**src/rtl/gpio_atr_v2_pkg.sv**
```systemverilog
// Shared definitions for the ATR GPIO controller: register offsets and
// ATR state encodings.
package gpio_atr_v2_pkg;

  localparam logic [3:0] REG_IDLE     = 4'd0;
  localparam logic [3:0] REG_RX       = 4'd1;
  localparam logic [3:0] REG_TX       = 4'd2;
  localparam logic [3:0] REG_FDX      = 4'd3;
  localparam logic [3:0] REG_DDR      = 4'd4;
  localparam logic [3:0] REG_ATR_MASK = 4'd5;
  localparam logic [3:0] REG_TX_DLY   = 4'd6;
  localparam logic [3:0] REG_RX_DLY   = 4'd7;
  localparam logic [3:0] REG_RISE_EN  = 4'd8;
  localparam logic [3:0] REG_FALL_EN  = 4'd9;
  localparam logic [3:0] REG_IRQ_CLR  = 4'd10;

  // Effective ATR state, bit 1 = tx_eff, bit 0 = rx_eff.
  typedef enum logic [1:0] {
    ATR_IDLE = 2'b00,
    ATR_RX   = 2'b01,
    ATR_TX   = 2'b10,
    ATR_FDX  = 2'b11
  } atr_state_e;

  // True when the settings-bus address selects register BASE+off.
  function automatic logic addr_hit(input logic [7:0] addr,
                                    input int unsigned base,
                                    input logic [3:0] off);
    return addr == 8'(base + 32'(off));
  endfunction

endpackage

```
**src/rtl/gpio_atr_v2_if.sv**
```systemverilog
// Settings-bus write port shared by the radio core and the GPIO block.
interface gpio_atr_v2_if;
  logic        set_stb;
  logic [7:0]  set_addr;
  logic [31:0] set_data;

  modport master (output set_stb, output set_addr, output set_data);
  modport slave  (input  set_stb, input  set_addr, input  set_data);
endinterface

```
**src/rtl/gpio_atr_v2_atr_hold.sv**
```systemverilog
// Off-hold for one ATR channel: eff follows the input high immediately and
// stays high for DELAY further cycles after the input drops.
module atr_hold #(
  parameter int unsigned DELAY_W = 16
) (
  input  logic               clk,
  input  logic               reset_n,
  input  logic               in_i,
  input  logic [DELAY_W-1:0] delay_i,
  output logic               eff_o
);

  logic               eff_q, eff_d;
  logic [DELAY_W-1:0] cnt_q, cnt_d;

  // Next-state: restart on input high, release once the live DELAY is reached.
  always_comb begin
    eff_d = eff_q;
    cnt_d = cnt_q;
    if (in_i) begin
      eff_d = 1'b1;
      cnt_d = '0;
    end else if (eff_q && (cnt_q >= delay_i)) begin
      eff_d = 1'b0;
      cnt_d = '0;
    end else if (eff_q) begin
      cnt_d = cnt_q + 1'b1;
    end
  end

  // Hold state registers.
  always_ff @(posedge clk or negedge reset_n) begin
    if (!reset_n) begin
      eff_q <= 1'b0;
      cnt_q <= '0;
    end else begin
      eff_q <= eff_d;
      cnt_q <= cnt_d;
    end
  end

  assign eff_o = eff_q;

endmodule

```
**src/rtl/gpio_atr_v2.sv**
```systemverilog
// ATR GPIO controller: per-state output words with masking and off-hold
// delays, synchronised readback and sticky edge interrupts.
module gpio_atr_v2
  import gpio_atr_v2_pkg::*;
#(
  parameter int unsigned BASE    = 0,
  parameter int unsigned WIDTH   = 32,
  parameter int unsigned DELAY_W = 16
) (
  input  logic             clk,
  input  logic             reset_n,
  gpio_atr_v2_if.slave     sb,
  input  logic             rx,
  input  logic             tx,
  input  logic [WIDTH-1:0] gpio_in,
  output logic [WIDTH-1:0] gpio_out,
  output logic [WIDTH-1:0] gpio_oe,
  output logic [31:0]      gpio_readback,
  output logic [WIDTH-1:0] irq_status,
  output logic             irq,
  output logic [1:0]       atr_state
);

  logic [WIDTH-1:0]   idle_q, rxw_q, txw_q, fdx_q, ddr_q, mask_q;
  logic [WIDTH-1:0]   rise_en_q, fall_en_q;
  logic [DELAY_W-1:0] tx_dly_q, rx_dly_q;

  logic [WIDTH-1:0]   data_w;
  logic [DELAY_W-1:0] dly_w;

  assign data_w = sb.set_data[WIDTH-1:0];
  assign dly_w  = sb.set_data[DELAY_W-1:0];

  // Settings registers written from the settings bus.
  always_ff @(posedge clk or negedge reset_n) begin
    if (!reset_n) begin
      idle_q    <= '0;
      rxw_q     <= '0;
      txw_q     <= '0;
      fdx_q     <= '0;
      ddr_q     <= '0;
      mask_q    <= '0;
      tx_dly_q  <= '0;
      rx_dly_q  <= '0;
      rise_en_q <= '0;
      fall_en_q <= '0;
    end else if (sb.set_stb) begin
      if (addr_hit(sb.set_addr, BASE, REG_IDLE))     idle_q    <= data_w;
      if (addr_hit(sb.set_addr, BASE, REG_RX))       rxw_q     <= data_w;
      if (addr_hit(sb.set_addr, BASE, REG_TX))       txw_q     <= data_w;
      if (addr_hit(sb.set_addr, BASE, REG_FDX))      fdx_q     <= data_w;
      if (addr_hit(sb.set_addr, BASE, REG_DDR))      ddr_q     <= data_w;
      if (addr_hit(sb.set_addr, BASE, REG_ATR_MASK)) mask_q    <= data_w;
      if (addr_hit(sb.set_addr, BASE, REG_TX_DLY))   tx_dly_q  <= dly_w;
      if (addr_hit(sb.set_addr, BASE, REG_RX_DLY))   rx_dly_q  <= dly_w;
      if (addr_hit(sb.set_addr, BASE, REG_RISE_EN))  rise_en_q <= data_w;
      if (addr_hit(sb.set_addr, BASE, REG_FALL_EN))  fall_en_q <= data_w;
    end
  end

  logic tx_eff, rx_eff;

  atr_hold #(.DELAY_W(DELAY_W)) u_tx_hold (
    .clk     (clk),
    .reset_n (reset_n),
    .in_i    (tx),
    .delay_i (tx_dly_q),
    .eff_o   (tx_eff)
  );

  atr_hold #(.DELAY_W(DELAY_W)) u_rx_hold (
    .clk     (clk),
    .reset_n (reset_n),
    .in_i    (rx),
    .delay_i (rx_dly_q),
    .eff_o   (rx_eff)
  );

  atr_state_e       st;
  logic [WIDTH-1:0] sel, out_d, out_q;

  assign st = atr_state_e'({tx_eff, rx_eff});

  // Select the state word, then fall back to IDLE on unmasked pins.
  always_comb begin
    sel = idle_q;
    unique case (st)
      ATR_IDLE: sel = idle_q;
      ATR_RX:   sel = rxw_q;
      ATR_TX:   sel = txw_q;
      ATR_FDX:  sel = fdx_q;
    endcase
    out_d = (mask_q & sel) | (~mask_q & idle_q);
  end

  // Registered pad output.
  always_ff @(posedge clk or negedge reset_n) begin
    if (!reset_n) out_q <= '0;
    else          out_q <= out_d;
  end

  logic [WIDTH-1:0] sync1_q, s_q, p_q;
  logic [WIDTH-1:0] rise, fall, clr, irq_d, irq_q;
  logic             irq_or_q;

  // Two-flop synchroniser plus one delayed copy for edge detection.
  always_ff @(posedge clk or negedge reset_n) begin
    if (!reset_n) begin
      sync1_q <= '0;
      s_q     <= '0;
      p_q     <= '0;
    end else begin
      sync1_q <= gpio_in;
      s_q     <= sync1_q;
      p_q     <= s_q;
    end
  end

  // Edge events and write-1-to-clear; a same-cycle event overrides its clear.
  always_comb begin
    rise  = s_q & ~p_q & rise_en_q;
    fall  = ~s_q & p_q & fall_en_q;
    clr   = '0;
    if (sb.set_stb && addr_hit(sb.set_addr, BASE, REG_IRQ_CLR)) clr = data_w;
    irq_d = (irq_q & ~clr) | rise | fall;
  end

  // The irq line is its own flop loaded with the OR of the next status, so it
  // tracks irq_status cycle for cycle without a combinational glitch path.
  always_ff @(posedge clk or negedge reset_n) begin
    if (!reset_n) begin
      irq_q    <= '0;
      irq_or_q <= 1'b0;
    end else begin
      irq_q    <= irq_d;
      irq_or_q <= |irq_d;
    end
  end

  logic [31:0] rb;

  // Zero-extend the synchronised inputs to the 32-bit readback word.
  always_comb begin
    rb            = '0;
    rb[WIDTH-1:0] = s_q;
  end

  assign gpio_out      = out_q;
  assign gpio_oe       = ddr_q;
  assign gpio_readback = rb;
  assign irq_status    = irq_q;
  assign irq           = irq_or_q;
  assign atr_state     = {tx_eff, rx_eff};

endmodule
```
**src/flat_wrapper.sv**
```systemverilog
// flat-port wrapper written by rule: the top's interface ports become plain ports
module gpio_atr_v2_flat import gpio_atr_v2_pkg::*;
#(
  parameter int unsigned BASE    = 0,
  parameter int unsigned WIDTH   = 32,
  parameter int unsigned DELAY_W = 16
)
  (clk, reset_n, rx, tx, gpio_in, gpio_out, gpio_oe, gpio_readback, irq_status, irq, atr_state, sb_set_stb, sb_set_addr, sb_set_data);
  gpio_atr_v2_if sb_i ();
  input  logic clk;
  input  logic reset_n;
  input  logic rx;
  input  logic tx;
  input  logic [WIDTH-1:0] gpio_in;
  output logic [WIDTH-1:0] gpio_out;
  output logic [WIDTH-1:0] gpio_oe;
  output logic [31:0] gpio_readback;
  output logic [WIDTH-1:0] irq_status;
  output logic irq;
  output logic [1:0] atr_state;
  input wire logic [$bits(sb_i.set_stb)-1:0] sb_set_stb;
  input wire logic [$bits(sb_i.set_addr)-1:0] sb_set_addr;
  input wire logic [$bits(sb_i.set_data)-1:0] sb_set_data;
  assign sb_i.set_stb = sb_set_stb;
  assign sb_i.set_addr = sb_set_addr;
  assign sb_i.set_data = sb_set_data;
  gpio_atr_v2 #(.BASE(BASE), .WIDTH(WIDTH), .DELAY_W(DELAY_W)) u_core (.clk(clk), .reset_n(reset_n), .sb(sb_i), .rx(rx), .tx(tx), .gpio_in(gpio_in), .gpio_out(gpio_out), .gpio_oe(gpio_oe), .gpio_readback(gpio_readback), .irq_status(irq_status), .irq(irq), .atr_state(atr_state));
endmodule
```
**config.mk**
```make
export PLATFORM = sky130hd
export DESIGN_NAME = gpio_atr_v2_flat
export DESIGN_NICKNAME = d
export VERILOG_FILES = /design/src/rtl/gpio_atr_v2_pkg.sv /design/src/rtl/gpio_atr_v2_if.sv /design/src/rtl/gpio_atr_v2_atr_hold.sv /design/src/rtl/gpio_atr_v2.sv /design/src/flat_wrapper.sv
export SDC_FILE = /design/constraint.sdc
export NUM_CORES = 1
export LEC_CHECK = 0
export CAP_MARGIN = 20
export CORE_UTILIZATION = 40
export CTS_CLUSTER_DIAMETER = 200
export DETAILED_ROUTE_END_ITERATION = 16
export GPL_ROUTABILITY_DRIVEN = 0
export GPL_TIMING_DRIVEN = 0
export PLACE_DENSITY = 0.58
export REMOVE_ABC_BUFFERS = 1
export SETUP_SLACK_MARGIN = 0.02
export SYNTH_ARGS = -nofsm -noshare
export SYNTH_HDL_FRONTEND = slang
export SYNTH_SLANG_ARGS = --single-unit
```
**constraint.sdc**
```tcl
create_clock -name clk -period 2.7 [get_ports clk]
set_input_delay 0.54 -clock clk [delete_from_list [all_inputs] [get_ports clk]]
set_output_delay 0.54 -clock clk [all_outputs]
set_load 0.005 [all_outputs]
```
==> impl_results.html <==
<table>
<tr><th>Metric</th><th>Value</th></tr>
<tr><th colspan="2">Placement</th></tr>
<tr><td>Detailed-placement wirelength estimate</td><td>31100 um</td></tr>
<tr><td>Quantity of I/O buffers inserted on ports</td><td>207</td></tr>
<tr><td>Placed cell areas</td><td>0.0228 mm^2</td></tr>
<tr><th colspan="2">Worst setup path</th></tr>
<tr><td>Slowest cell on the critical path</td><td>sky130_fd_sc_hd__clkdlybuf4s50_1</td></tr>
<tr><td>Largest incremental delay on the critical path</td><td>0.51 ns</td></tr>
<tr><td>Crit-path cells</td><td>clkdlybuf4s50_1, nor2b_1, nand4_1, buf_8, buf_8, o22a_1, nor4_4, nand4_1, or2_1</td></tr>
<tr><td>Sort of element at the start of the critical path</td><td>input pin</td></tr>
<tr><td>Required @ worst endpoint</td><td>3.17 ns</td></tr>
<tr><td>Maximum fanout along the worst path</td><td>11</td></tr>
<tr><td>Worst Setup End Kind</td><td>register</td></tr>
<tr><td>Data arrival time of the critical path</td><td>3.10 ns</td></tr>
<tr><td>Critical path start-end classification</td><td>input pin to register</td></tr>
<tr><th colspan="2">Die</th></tr>
<tr><td>Die area</td><td>0.0505 mm^2</td></tr>
<tr><td>Initial standard-cell utilization of the core</td><td>40.5%</td></tr>
<tr><td>FP Rows</td><td>81</td></tr>
<tr><td>Y dimension of the die</td><td>225 um</td></tr>
<tr><td>I/O Pins</td><td>208</td></tr>
<tr><td>Core area</td><td>0.0490 mm^2</td></tr>
<tr><td>Overall die width</td><td>225 um</td></tr>
<tr><th colspan="2">Final layout</th></tr>
<tr><td>Most used cells in the layout excluding fill and tap cells</td><td>sky130_fd_sc_hd__dfrtp_1 (480), sky130_fd_sc_hd__mux2_2 (274), sky130_fd_sc_hd__clkdlybuf4s50_1 (204)</td></tr>
<tr><td>Number of nets in the final layout</td><td>1838</td></tr>
<tr><td>P&amp;R area growth vs syn</td><td>25.0%</td></tr>
<tr><td>Leading cell type in the layout, fill and taps excluded</td><td>sky130_fd_sc_hd__dfrtp_1</td></tr>
<tr><td>Ratio of cells with drive above 1 in the final layout</td><td>24.4%</td></tr>
<tr><td>Fill cell total of the finished layout</td><td>4240</td></tr>
<tr><td>Post-route cell area</td><td>0.0248 mm^2</td></tr>
<tr><th colspan="2">Synthesis</th></tr>
<tr><td>Simple-gate share of the synthesized area</td><td>7.15%</td></tr>
<tr><td>Synth Flop Type</td><td>sky130_fd_sc_hd__dfrtp_1</td></tr>
<tr><td>Adder-cell share of the synthesized area</td><td>2.14%</td></tr>
<tr><td>Part of the Yosys area used for sequential elements</td><td>60.9%</td></tr>
<tr><td>Synth Instances</td><td>1522</td></tr>
<tr><td>Compound-Gate Fraction of Synth Area</td><td>9.78%</td></tr>
<tr><td>Distinct cells, synth</td><td>47</td></tr>
<tr><td>Share of flip-flops with an asynchronous set or reset</td><td>100%</td></tr>
<tr><td>YS warnings</td><td>0</td></tr>
<tr><td>Post-synthesis share of cell area spent on xor and xnor gates</td><td>0.0883%</td></tr>
<tr><td>Number of synthesized register bits</td><td>483</td></tr>
<tr><td>Dominant combinational cell family by area after synthesis</td><td>multiplexers</td></tr>
<tr><td>Netlist Area Pre-Place</td><td>0.0198 mm^2</td></tr>
<tr><td>Number of synthesized flops with an enable pin</td><td>0</td></tr>
<tr><td>Mux cell area share after synthesis</td><td>17.2%</td></tr>
<tr><td>Avg Synthesized Cell Area</td><td>13.0 um^2</td></tr>
<tr><th colspan="2">Detailed routing</th></tr>
<tr><td>Drt wl/cell</td><td>19.8 um</td></tr>
<tr><td>DRC violation total after the first TritonRoute iteration</td><td>655</td></tr>
<tr><td>Post-DRT Antenna Nets</td><td>0</td></tr>
<tr><td>DRT Pass-1 Iters</td><td>7</td></tr>
<tr><td>Post-detailed-route DRC marker count</td><td>0</td></tr>
<tr><td>Detailed-route vias per instance</td><td>5.31</td></tr>
<tr><td>Final wirelength</td><td>48100 um</td></tr>
<tr><td>Vias after detailed routing</td><td>12.9k</td></tr>
<tr><th colspan="2">Power and ir drop</th></tr>
<tr><td>Leak Pwr</td><td>0.0115 uW</td></tr>
<tr><td>Power consumption</td><td>17600 uW</td></tr>
<tr><td>Worst supply voltage drop on vdd</td><td>0.535 mV</td></tr>
<tr><td>Power per cell area</td><td>710 mW/mm^2</td></tr>
<tr><th colspan="2">Hold path</th></tr>
<tr><td>Hold/Removal Path Class</td><td>register to register</td></tr>
<tr><th colspan="2">GRT</th></tr>
<tr><td>Maximum number of pins on one net before global-route repair</td><td>124</td></tr>
<tr><td>Global routing usage on met3</td><td>4.65%</td></tr>
<tr><td>Global-route usage over all layers</td><td>19.4%</td></tr>
<tr><td>Via count of the first global-routing pass</td><td>13.4k</td></tr>
<tr><td>Global-route wire length before repair</td><td>75900 um</td></tr>
<tr><td>Busiest grt layer</td><td>met2</td></tr>
<tr><td>M2 GR Usage</td><td>30.3%</td></tr>
<tr><td>Number of antenna violations at the first check in global routing</td><td>3</td></tr>
<tr><td>Global route overflow</td><td>0</td></tr>
<tr><td>Met1 Use GR</td><td>26.6%</td></tr>
<tr><th colspan="2">CTS</th></tr>
<tr><td>CTS H-tree lvls</td><td>2</td></tr>
<tr><td>Worst-path clk slew</td><td>0.06 ns</td></tr>
<tr><td>Clock tree root driver cell</td><td>sky130_fd_sc_hd__clkbuf_16</td></tr>
<tr><td>Number of clock sinks</td><td>483</td></tr>
<tr><td>Clock tree from TritonCTS</td><td>yes</td></tr>
<tr><td>Max clock buf depth</td><td>3</td></tr>
<tr><td>TritonCTS Buffers</td><td>52</td></tr>
<tr><td>Clock insertion delay at the later pin of the skew report</td><td>0.58 ns</td></tr>
<tr><th colspan="2">STA</th></tr>
<tr><td>Worst max-slew margin expressed relative to the limit</td><td>40.2%</td></tr>
<tr><td>Worst hold slack</td><td>0.341 ns</td></tr>
<tr><td>Period minus WS final</td><td>2.64 ns</td></tr>
<tr><td>Final Cycle Share</td><td>97.6%</td></tr>
<tr><td>Peak Freq</td><td>0.379 GHz</td></tr>
<tr><td>Final Hold Fails</td><td>0</td></tr>
<tr><td>Setup TNS</td><td>0 ns</td></tr>
<tr><td>Unrepaired setup endpoints after global routing</td><td>true</td></tr>
<tr><td>Slew of the pin with the lowest slew margin</td><td>0.895 ns</td></tr>
<tr><td>Number of max-slew violations in the final report</td><td>0</td></tr>
<tr><td>Final setup violation count</td><td>0</td></tr>
<tr><td>Setup skew after layout</td><td>0.0137 ns</td></tr>
<tr><th colspan="2">Job</th></tr>
<tr><td>Max capacitance violation total</td><td>0</td></tr>
<tr><th colspan="2">Status</th></tr>
<tr><td>Result of the run</td><td>finished clean</td></tr>
</table>
-- through the flow --
step | setup WS, ns | std cells | util, %
2_1_floorplan | -1.11 | 1429 | -
3_3_place_gp | -20.36 | 2300 | 45.6
3_5_place_dp | -1.05 | 2318 | 46.5
4_1_cts | 0.0307 | 2423 | 50.5
5_1_grt | -0.00404 | 2431 | 50.7
6_report | 0.0637 | 2432 | 50.7
-- state kept, by name (all words and copies together) (netlist names), 16 cells and up --
register                count
u_core.mask_q              32
u_core.gpio_readback       32
u_core.rx_dly_q            16
u_core.rise_en_q           32
u_core.idle_q              32
u_core.gpio_oe             32
u_core.fdx_q               32
u_core.u_tx_hold.cnt_q     16
u_core.sync1_q             32
u_core.p_q                 32
u_core.fall_en_q           32
u_core.gpio_out            32
u_core.txw_q               32
u_core.u_rx_hold.cnt_q     16
u_core.irq_status          32
u_core.tx_dly_q            16
u_core.rxw_q               32
-- routing by layer --
layer | vias to the layer above | share of wire (%)
met2 | 270 | 45
met3 | 84 | 5.3
li1 | 5908 | -
met1 | 6652 | 46
met4 | 4 | 2.9
met5 | - | 0.048
-- cells in the mapped netlist (2+ instances only) --
| cell | count | share of area (%) |
|---|---|---|
| sky130_fd_sc_hd__a2111oi_2 | 2 | 0.15 |
| sky130_fd_sc_hd__a2111oi_4 | 4 | 0.55 |
| sky130_fd_sc_hd__a21o_1 | 3 | 0.11 |
| sky130_fd_sc_hd__a21oi_1 | 60 | 1.5 |
| sky130_fd_sc_hd__a31oi_1 | 27 | 0.85 |
| sky130_fd_sc_hd__a41oi_1 | 7 | 0.31 |
| sky130_fd_sc_hd__and3_1 | 6 | 0.19 |
| sky130_fd_sc_hd__and4_1 | 2 | 0.088 |
| sky130_fd_sc_hd__buf_1 | 40 | 0.76 |
| sky130_fd_sc_hd__buf_4 | 2 | 0.076 |
| sky130_fd_sc_hd__buf_6 | 4 | 0.23 |
| sky130_fd_sc_hd__clkbuf_1 | 44 | 0.83 |
| sky130_fd_sc_hd__dfrtp_1 | 483 | 61 |
| sky130_fd_sc_hd__ha_1 | 34 | 2.1 |
| sky130_fd_sc_hd__inv_1 | 39 | 0.74 |
| sky130_fd_sc_hd__mux2_2 | 274 | 16 |
| sky130_fd_sc_hd__mux2i_1 | 32 | 1.6 |
| sky130_fd_sc_hd__nand2_1 | 95 | 1.8 |
| sky130_fd_sc_hd__nand2b_1 | 4 | 0.13 |
| sky130_fd_sc_hd__nand3_1 | 47 | 1.2 |
| sky130_fd_sc_hd__nand3b_1 | 63 | 2.4 |
| sky130_fd_sc_hd__nand4_1 | 7 | 0.22 |
| sky130_fd_sc_hd__nor2_1 | 11 | 0.21 |
| sky130_fd_sc_hd__nor2b_1 | 4 | 0.13 |
| sky130_fd_sc_hd__nor3_1 | 6 | 0.15 |
| sky130_fd_sc_hd__nor4_1 | 10 | 0.32 |
| sky130_fd_sc_hd__o211ai_1 | 33 | 1.2 |
| sky130_fd_sc_hd__o21a_1 | 4 | 0.15 |
| sky130_fd_sc_hd__o21ai_0 | 119 | 3.0 |
| sky130_fd_sc_hd__o21ai_2 | 2 | 0.088 |
| sky130_fd_sc_hd__o21bai_1 | 2 | 0.076 |
| sky130_fd_sc_hd__o22a_1 | 32 | 1.4 |
| sky130_fd_sc_hd__or2b_1 | 5 | 0.19 |
| sky130_fd_sc_hd__xor2_1 | 2 | 0.088 |
-- repair_timing --
item | in CTS | in global routing
hold endpoints to repair | 63 | 0
pin swaps | 6 | 4
resized for setup | 18 | 7
setup endpoints to repair | 42 | 60
setup buffers | 9 | 8
hold buffers | 1 | 0
cloned | 1 | 0
-- power breakdown --
part           internal [uW]  total [uW]  leakage (uW)  switching [uW]
Clock                   4260        7110      0.000851            2860
Combinational           1230        2330       0.00437            1100
Sequential              7800        8180       0.00631             379
Total                  13300       17600        0.0115            4340
-- worst paths after layout --
path | start | slack (ns) | depth (start not counted) | to
worst max-delay path | sb_set_addr[3] | 0.06 | 9 | u_core.irq
worst min-delay path | u_core.sync1_q[4] | 0.34 | 0 | u_core.gpio_readback[4]
worst max register to register | u_core.u_tx_hold.cnt_q[13] | 0.14 | 8 | u_core.u_tx_hold.cnt_q[13]
worst min register to register | u_core.sync1_q[4] | 0.34 | 0 | u_core.gpio_readback[4]
max in group asynchronous | reset_n | 0.61 | 4 | u_core.gpio_oe[25]
min in group asynchronous | reset_n | 0.59 | 2 | u_core.gpio_readback[13]
-- kinds of logic (layout without fill, tap and decap cells) --
| logic type | Yosys count | in the layout |
|---|---|---|
| AOI/OAI and AO/OA | 301 | 302 |
| xor gates and xnor gates | 2 | 2 |
| adders and majority gates | 34 | 34 |
| buffers and inverters | 132 | 376 |
| DFF | 483 | 483 |
| muxes | 306 | 306 |
| other | 0 | 1 |
| and+or+nand+nor | 264 | 264 |
-- area by class of cell --
class                   instances  area, um^2  area share [%]
flip-flops and latches        483       12100            48.8
well taps                     664         831            3.35
inverters                      39         150           0.605
diodes                          1        2.50          0.0101
multi-input cells             908        7360            29.7
repair buffers                243        2640            10.6
clock inverters                18         179           0.721
clock buffers                  76        1550            6.26
-- worst max-delay path, delay by kind of cell --
kind	cells	cell delay, ns
simple gates	5	1.44
buf+inv	3	0.90
compound gates	1	0.22
Note: power is estimated with default switching activity, not from simulation.
